<file path="config.mk">
export PLATFORM = sky130hd
export DESIGN_NAME = demux_1_n_stream
export DESIGN_NICKNAME = d
export VERILOG_FILES = /design/src/rtl/demux_1_n_stream.sv
export SDC_FILE = /design/constraint.sdc
export NUM_CORES = 1
export LEC_CHECK = 0
export CAP_MARGIN = 25
export CORE_ASPECT_RATIO = 0.75
export CORE_MARGIN = 2
export CORE_UTILIZATION = 47
export CTS_BUF_LIST = sky130_fd_sc_hd__clkbuf_2
export CTS_CLUSTER_DIAMETER = 40
export CTS_CLUSTER_SIZE = 14
export DETAILED_ROUTE_END_ITERATION = 8
export PLACE_DENSITY = 0.82
export SLEW_MARGIN = 20
export SYNTH_ARGS = -nofsm -noshare
export SYNTH_HDL_FRONTEND = slang
export SYNTH_SLANG_ARGS = --single-unit
</file>
<file path="constraint.sdc">
create_clock -name clk -period 2.1 [get_ports clk]
set_input_delay 0.42 -clock clk [delete_from_list [all_inputs] [get_ports clk]]
set_output_delay 0.42 -clock clk [all_outputs]
set_load 0.05 [all_outputs]
</file>
<file path="src/rtl/demux_1_n_stream.sv">
// Registered 1xN stream demultiplexer.
// One valid/ready producer feeds N consumers. Each consumer has its own
// one-entry output register. The target channel comes either from in_sel
// (MODE=0) or from an internal round-robin pointer (MODE=1). In MODE=0 a
// selector >= N (only possible when N is not a power of two) consumes the beat,
// changes no output register and raises err for one cycle.
module demux_1_n_stream #(
    parameter int  N    = 8,
    parameter int  DW   = 8,
    parameter int  MODE = 0,
    localparam int W    = $clog2(N)
) (
    input  logic            clk,
    input  logic            rst_n,
    input  logic            in_valid,
    output logic            in_ready,
    input  logic [DW-1:0]   in_data,
    input  logic [W-1:0]    in_sel,
    output logic [N-1:0]    out_valid,
    input  logic [N-1:0]    out_ready,
    output logic [N*DW-1:0] out_data,
    output logic            err,
    output logic [W-1:0]    rr_ptr
);

    // N widened by one bit so that a selector of all ones can be range-checked.
    localparam logic [W:0] N_EXT = (W+1)'(N);

    logic [W-1:0] target;
    logic         in_range;
    logic         slot_free;
    logic         accept;

    logic         err_q, err_d;
    logic [W-1:0] rr_ptr_q, rr_ptr_d;

    // Select the target channel and decide whether the input can be taken now.
    always_comb begin
        if (MODE == 1) begin
            target = rr_ptr_q;
        end else begin
            target = in_sel;
        end
        in_range  = ({1'b0, target} < N_EXT);
        // A slot is free when empty, or when its consumer drains it this cycle,
        // which allows a new beat to pass straight in without a bubble.
        slot_free = 1'b0;
        for (int k = 0; k < N; k++) begin
            if (target == W'(k)) begin
                slot_free = ~out_valid[k] | out_ready[k];
            end
        end
        // Out-of-range beats are always consumed so the producer never hangs.
        in_ready = ~in_range | slot_free;
        // in_valid gates everything, so an unknown in_sel while idle is harmless.
        accept   = in_valid & in_ready;
    end

    // Error pulse and round-robin pointer next state.
    always_comb begin
        err_d    = accept & ~in_range;
        rr_ptr_d = rr_ptr_q;
        if ((MODE == 1) && accept) begin
            if (rr_ptr_q == W'(N - 1)) begin
                rr_ptr_d = '0;
            end else begin
                rr_ptr_d = rr_ptr_q + W'(1);
            end
        end
    end

    // Error flag and pointer registers.
    always_ff @(posedge clk or negedge rst_n) begin
        if (!rst_n) begin
            err_q    <= 1'b0;
            rr_ptr_q <= '0;
        end else begin
            err_q    <= err_d;
            rr_ptr_q <= rr_ptr_d;
        end
    end

    assign err    = err_q;
    assign rr_ptr = rr_ptr_q;

    // One independent output register per channel; a stalled channel only
    // ever blocks beats that target it.
    genvar gi;
    for (gi = 0; gi < N; gi++) begin : g_chan
        logic          load;
        logic          valid_q, valid_d;
        logic [DW-1:0] data_q, data_d;

        assign load = accept & in_range & (target == W'(gi));

        // Load wins over drain so a simultaneous drain+load keeps valid high.
        always_comb begin
            valid_d = valid_q;
            data_d  = data_q;
            if (load) begin
                valid_d = 1'b1;
                data_d  = in_data;
            end else if (out_ready[gi]) begin
                valid_d = 1'b0;
            end
        end

        // Channel register; data is held stable while waiting on the consumer.
        always_ff @(posedge clk or negedge rst_n) begin
            if (!rst_n) begin
                valid_q <= 1'b0;
                data_q  <= '0;
            end else begin
                valid_q <= valid_d;
                data_q  <= data_d;
            end
        end

        assign out_valid[gi]           = valid_q;
        assign out_data[gi*DW +: DW]   = data_q;
    end

endmodule

</file>
# == Word level (Yosys, flattened, before mapping) ==
# Index checks and enable logic that the tools add are counted.
# op_classes
n_mul,0
bitwise_logic,25
addsub,0
magnitude_cmp,0
n_div,0
n_eq_ne,7
reduce_logical,9
shift,0
n_mux,24
# ops
operator,count
$mux W1,24
$reduce_bool A2 Y1,8
$eq A3 B3 Y1 const B,4
$and A1 B1 Y1,9
$not A1 Y1,8
$or A1 B1 Y1,8
$eq A3 B2 Y1 const B,2
$eq A3 B1 Y1 const B,1
$logic_not A3 Y1,1
# word_totals
mem_bits_ro,0
mem_count,0
register_bits,72
latch_bits,0
mem_bits_rw,0
output_inout_bits,77
in_bits,22
word_cells,81

# == Logic depth before layout (Yosys ltp) ==
# Gate-level depths: netlist of run 1.
# logic_depth
word_depth,13
ltp_mapped,5

# == Worst setup path after synthesis of run 1 ==
# No wires, ideal clock.
# synth_timing
path_type,input to output
startpoint,in in_sel[0]
endpoint,out in_ready
path_buffers,2
required_time_ns,1.680
setup_slack_ns,-0.455
cell_stages,5
arrival_time_ns,2.135
cell_sequence,clkbuf_2 buf_2 nand2b_1 o22ai_1 o32ai_1
# synth_via
elab_chain_cells,9
# synth_lines
element,line,source
start: declaration,18,"input logic [W-1:0] in_sel,"
$logic_not A3 Y1,49,if (target == W'(k)) begin
$mux W1 (7 in a row),49,
$mux W1 (*),49,
end: declaration,16,"output logic in_ready,"
# Mark *: on every way between the ends. The rest lies on a longest branch, timed or not.

# == Final worst setup path of run 1 ==
# Same ends and word-level chain as after synthesis.

==> results.toml, run 1 <==
[status]
status = "finished, violations left"
violations = "setup timing"

[cts]
clk_pin_slew_ns = 0.19
htree_num_levels = 3
max-clock-path-buffers = 2
insertion_delay_ns = 0.51
cts_buffers = 9
cts_sinks = 72
cts_tree = "done"
root_buffer = "clkbuf_2"

[placed_design]
dpl_worst_slack_ns = -0.1990
gp_congestion = 0.8001
port_buffers = 94
dp_hpwl_mm = 4.937

[detailed_routing]
drc = 0
wire_per_inst_um = 17.51
drtIter0Drc = 74
firstDrtPassIters = 5
routed_wl_mm = 6.986
vias_per_cell = 5.043
vias = 2012
ant_nets = 0

[timing]
max_slew_margin_pct = 64.18
worstMarginPinSlew_ns = 0.5394
final.setup.tns_ns = -0.03955
fin_crit_sh_pct = 101.9
period_minus_slack_ns = 2.140
slew_viol_final = 0
hold_violations = 0
whs_ns = 0.4436
rsz0062_at_grt = "yes"
fin_skew_ns = 0.01702
setup_viol = 1
fmax_mhz = 467.4
worst_slack_ns = -0.03955

[yosys]
ys_seq_area_share_pct = 60.48
ys_types = 28
synth_top_area_share_pct = 60.48
synthArstFlopShare_pct = 100.0
syn_area_um2 = 2979
yosysWarningCount = 0
syn_inst = 196
synth_edf_count = 0
ys_seq_elements = 72
postSynthAreaPerCell_um2 = 15.20
yosysTopAreaCell = "dfrtp_1"
synthFlopType = "dfrtp_1"
netlist_top_cells_area = "dfrtp_1 (60%), mux2_2 (24%), buf_4 (3.0%)"

[worst_setup_path]
start_kind = "input port"
crit_type = "input port to output port"
cp.arrival_ns = 1.72
reg2reg_from = "g_chan[6].valid_q$_DFFE_PN0P_"
r2r_end = "g_chan[6].data_q[7]$_DFFE_PN0P_"
endpoint_kind = "output port"
r2r_slack_ns = 0.56
cp.required_ns = 1.68
reg2reg_depth = 4
cp_max_fo = 11

[floorplan]
coreArea_um2 = 6225
die_h_um = 72.95
die_x_um = 95.93
start_util_pct = 47.86
rows = 25
die_area_um2 = 6998
io_pins = 99

[flow_run]
maxCapViolCount = 0

[finish]
layout-drive-gt1-share_pct = 38.05
final_cell_mix = "dlygate4sd2_1 (73), dfrtp_1 (72), mux2_2 (63), clkdlybuf4s50_1 (19), buf_4 (19)"
nNetsFinal = 335
area_delta_synth_final_pct = 42.67
diodes = 0
final_common_cell = "dlygate4sd2_1"

[pwr]
peakVddDrop_mv = 0.8636
powerDensity_nw_per_um2 = 1088
p_leak_uw = 0.002015

[global_route]
grt_overflow_total = 0
antenna_found_initial = 0
grt_pass1_vias = 2160
grt_pass1_wl_mm = 11.23
grt_max_degree = 73
grt_usage_pct = 22.19

[min_path]
hold_class = "input port to asynchronous set/reset pin"
[how the worst max path moves through the flow]
stage,start,endpoint,slack [ns],depth (start not counted)
2_1_floorplan,in_sel[0],in_ready,0.04,5
3_3_place_gp,in_sel[1],in_ready,-0.19,5
3_5_place_dp,in_sel[1],in_ready,-0.20,5
4_1_cts,g_chan[0].valid_q$_DFFE_PN0P_,in_ready,-0.08,4
5_1_grt,g_chan[0].valid_q$_DFFE_PN0P_,in_ready,-0.14,4
6_report,in_sel[0],in_ready,-0.04,6
[cell families (layout without fill, tap and decap cells)]
| family | count (synthesis) | count (layout) | share of synthesized area (%) |
|---|---|---|---|
| AOI/OAI and AO/OA | 6 | 6 | 1.470 |
| buffers and inverters | 17 | 136 | 3.864 |
| DFF | 72 | 72 | 60.48 |
| muxes | 64 | 64 | 24.19 |
| other | 1 | 4 | 0.1259 |
| and+or+nand+nor | 36 | 36 | 9.869 |
[routing by layer]
metal  GRT usage [%]  vias to the layer above  share of wire (%)
met5               0                        -                  0
met4           6.349                        0                1.1
met3           10.02                        9                8.9
met2           34.42                       72                 46
met1           28.36                     1014                 44
li1                -                      917                  -
[worst max-delay path, stage by stage]
cell and delay, ns:
clkdlybuf4s50_1 0.46, buf_4 0.18, nand4bb_1 0.15, o311ai_1 0.12, o32ai_2 0.21, buf_12 0.18
[per-stage QoR]
| stage | total power (uW) | utilization (%) | cells | area [um^2] |
|---|---|---|---|---|
| 3_3_place_gp | 3941 | 67.04 | 381 | 4173 |
| 4_1_cts | 4665 | 68.16 | 398 | 4243 |
| 2_1_floorplan | 3194 | - | 199 | 2998 |
| 5_1_grt | 4829 | 68.28 | 399 | 4250 |
| 3_5_place_dp | 3980 | 67.04 | 381 | 4173 |
| 6_report | 4626 | 68.28 | 399 | 4250 |
[synth_stat cells, drive strengths merged (2+ instances only)]
library cell,count
dfrtp,72
nand4bb,2
or3b,2
or2,4
buf,16
mux2,64
nand2,7
nor2b,4
nand3,2
nor3,2
nand3b,3
nand2b,6
[where the power goes]
part | leakage, uW | switching, uW | internal, uW
sequential | 0.000876 | 142 | 1670
clock | 0.0000802 | 493 | 405
combinational | 0.00106 | 1360 | 560
total | 0.00202 | 1990 | 2630
[state kept, by name (all words and copies together) (netlist names)]
register	count
g_chan.data_q	64
g_chan.valid_q	8
[area by class of cell]
class	instances	area, um^2
Clock buffer	11	55.05
Clock inverter	5	80.08
Fill cell	497	1974
Multi-Input combinational cell	110	1094
Sequential cell	72	1802
Tap cell	81	101.3
Timing Repair Buffer	120	1119
[repair_timing]
action                                  CTS  global route
hold endpoints to repair                 72             0
hold buffers                              1             0
buffers inserted                          0             1
endpoints found under the setup margin   73             1
cloned                                    0             0
pin swaps                                 3             0
gates resized for setup                  80             0
Note: power is estimated with default switching activity, not from simulation.
==> run 2, diff against run 1 <==
CORE_UTILIZATION = 43   (was 47)
PLACE_DENSITY = 0.79   (was 0.82)
clock period = 1.9 ns   (was 2.1 ns; I/O delays follow)
==> run 2 against run 1 <==
Net effect: utilization decreased by 5.2 points; register-to-register slack got worse by 0.19 ns; critical path type is now flip-flop to output port; total power increased by 11%; the run still ends with setup timing left.
==> results.toml, run 2 (synthesis results as in run 1) <==
[detailed_routing]
vias = 2053
drtIter0Drc = 59
routed_wl_mm = 7.304
firstDrtPassIters = 4
wire_per_inst_um = 18.08
drc = 0
vias_per_cell = 5.082
ant_nets = 0

[worst_setup_path]
endpoint_kind = "output port"
cp_max_fo = 3
r2r_end = "g_chan[6].data_q[6]$_DFFE_PN0P_"
r2r_slack_ns = 0.37
reg2reg_depth = 4
cp.required_ns = 1.52
cp.arrival_ns = 1.72
reg2reg_from = "g_chan[6].valid_q$_DFFE_PN0P_"
crit_type = "flip-flop to output port"
start_kind = "flip-flop"

[placed_design]
dp_hpwl_mm = 5.356
placed_area_um2 = 4170
gp_congestion = 0.8330
port_buffers = 94

[cts]
max-clock-path-buffers = 2
clk_pin_slew_ns = 0.19
cts_sinks = 72
htree_num_levels = 3
insertion_delay_ns = 0.48
cts_tree = "done"
cts_setup_buffers = 0
cts_buffers = 9
root_buffer = "clkbuf_2"

[floorplan]
rows = 26
start_util_pct = 44.03
die_h_um = 76.09
die_x_um = 100.1
io_pins = 99
die_area_um2 = 7617
coreArea_um2 = 6766

[finish]
final_common_cell = "dfrtp_1"
diodes = 0
multi_input_area_um2 = 1120
nNetsFinal = 338
fin_area_um2 = 4272
num-fill-cells = 547
area_delta_synth_final_pct = 43.39
top_register = "g_chan.data_q"
largest_reg_flops = 64
layout-drive-gt1-share_pct = 46.25
final_cell_mix = "dfrtp_1 (72), mux2_2 (63), buf_4 (41), dlygate4sd2_1 (29), clkdlybuf4s15_1 (21)"
register_area_um2 = 1802
reg_top3 = "g_chan.data_q x64, g_chan.valid_q x8"

[timing]
fin_crit_sh_pct = 110.3
slew_viol_final = 0
hold_violations = 0
worst_slack_ns = -0.1963
setup_viol = 1
rsz0062_at_grt = "yes"
fmax_mhz = 477.0
fin_skew_ns = 0.02381
period_minus_slack_ns = 2.096

[status]
violations = "setup timing"
status = "finished, violations left"

[pwr]
p_leak_uw = 0.001984
p_total_uw = 5118
powerDensity_nw_per_um2 = 1198
peakVddDrop_mv = 0.7334

[global_route]
antenna_found_initial = 0
grt_max_degree = 41
grt_usage_pct = 20.57
grt_pass1_wl_mm = 11.79
grt_overflow_total = 0
grt_pass1_vias = 2275

[flow_run]
maxCapViolCount = 0

[min_path]
hold_class = "input port to asynchronous set/reset pin"
==> run 2: changes by cell type in the layout (fill, tap and decap cells not counted), sizes merged <==
cell,change
clkinvlp,-1
buf,+21
clkinv,+1
inv,-1
dlygate4sd2,-44
clkdlybuf4s15,+21
clkbuf,+5
==> run 2: report_power, final <==
group          internal [uW]  switching (uW)
sequential              1840             169
clock                    437             496
combinational            664            1510
==> run 2: what timing repair did <==
action	CTS	global route
cloned	0	0
hold endpoints to repair	32	0
setup endpoints to repair	55	27
pin swaps	2	0
gates resized for setup	64	31
hold buffers	1	0
==> run 2: layout make-up <==
class,instances,share of cell area (%)
flip-flops and latches,72,42.18
multi-input cells,110,26.22
repair buffers,123,26.22
well taps,84,2.460
clock inverters,4,1.640
clock buffers,11,1.289
==> run 2: worst max path at each step <==
stage	slack (ns)	cells past startpoint	end	startpoint
2_1_floorplan	0.01	4	in_ready	in_sel[1]
3_3_place_gp	-0.36	6	in_ready	in_sel[1]
3_5_place_dp	-0.40	6	in_ready	in_sel[1]
4_1_cts	-0.24	4	in_ready	g_chan[5].valid_q$_DFFE_PN0P_
5_1_grt	-0.32	4	in_ready	g_chan[5].valid_q$_DFFE_PN0P_
6_report	-0.20	4	in_ready	g_chan[0].valid_q$_DFFE_PN0P_
==> run 2: per-layer routing <==
layer,GRT usage [%],share of wire [%]
met1,26.21,44
met2,32.03,46
met3,10.00,8.7
met4,4.521,0.66
met5,0,0
==> run 2: per-stage QoR <==
step / hold slack, ns / std cells / worst slack, ns / setup TNS [ns] / utilization (%)
global placement: 0.3507 / 389 / -0.3594 / -11.16 / 61.63
CTS: 0.3102 / 404 / -0.2435 / -0.2435 / 63.02
finish: 0.3505 / 404 / -0.1963 / -0.1963 / 63.13
floorplan: 0.08441 / 199 / 0.01099 / 0 / -
global route: 0.3261 / 404 / -0.3165 / -0.3165 / 63.13
detailed placement: 0.3559 / 389 / -0.3988 / -13.52 / 61.63
==> run 2: worst max-delay path, stage by stage (launching register included) <==
cell and delay (ns):
dfrtp_1 0.41, or3b_4 0.39, a21oi_2 0.17, o32ai_4 0.09, buf_6 0.17
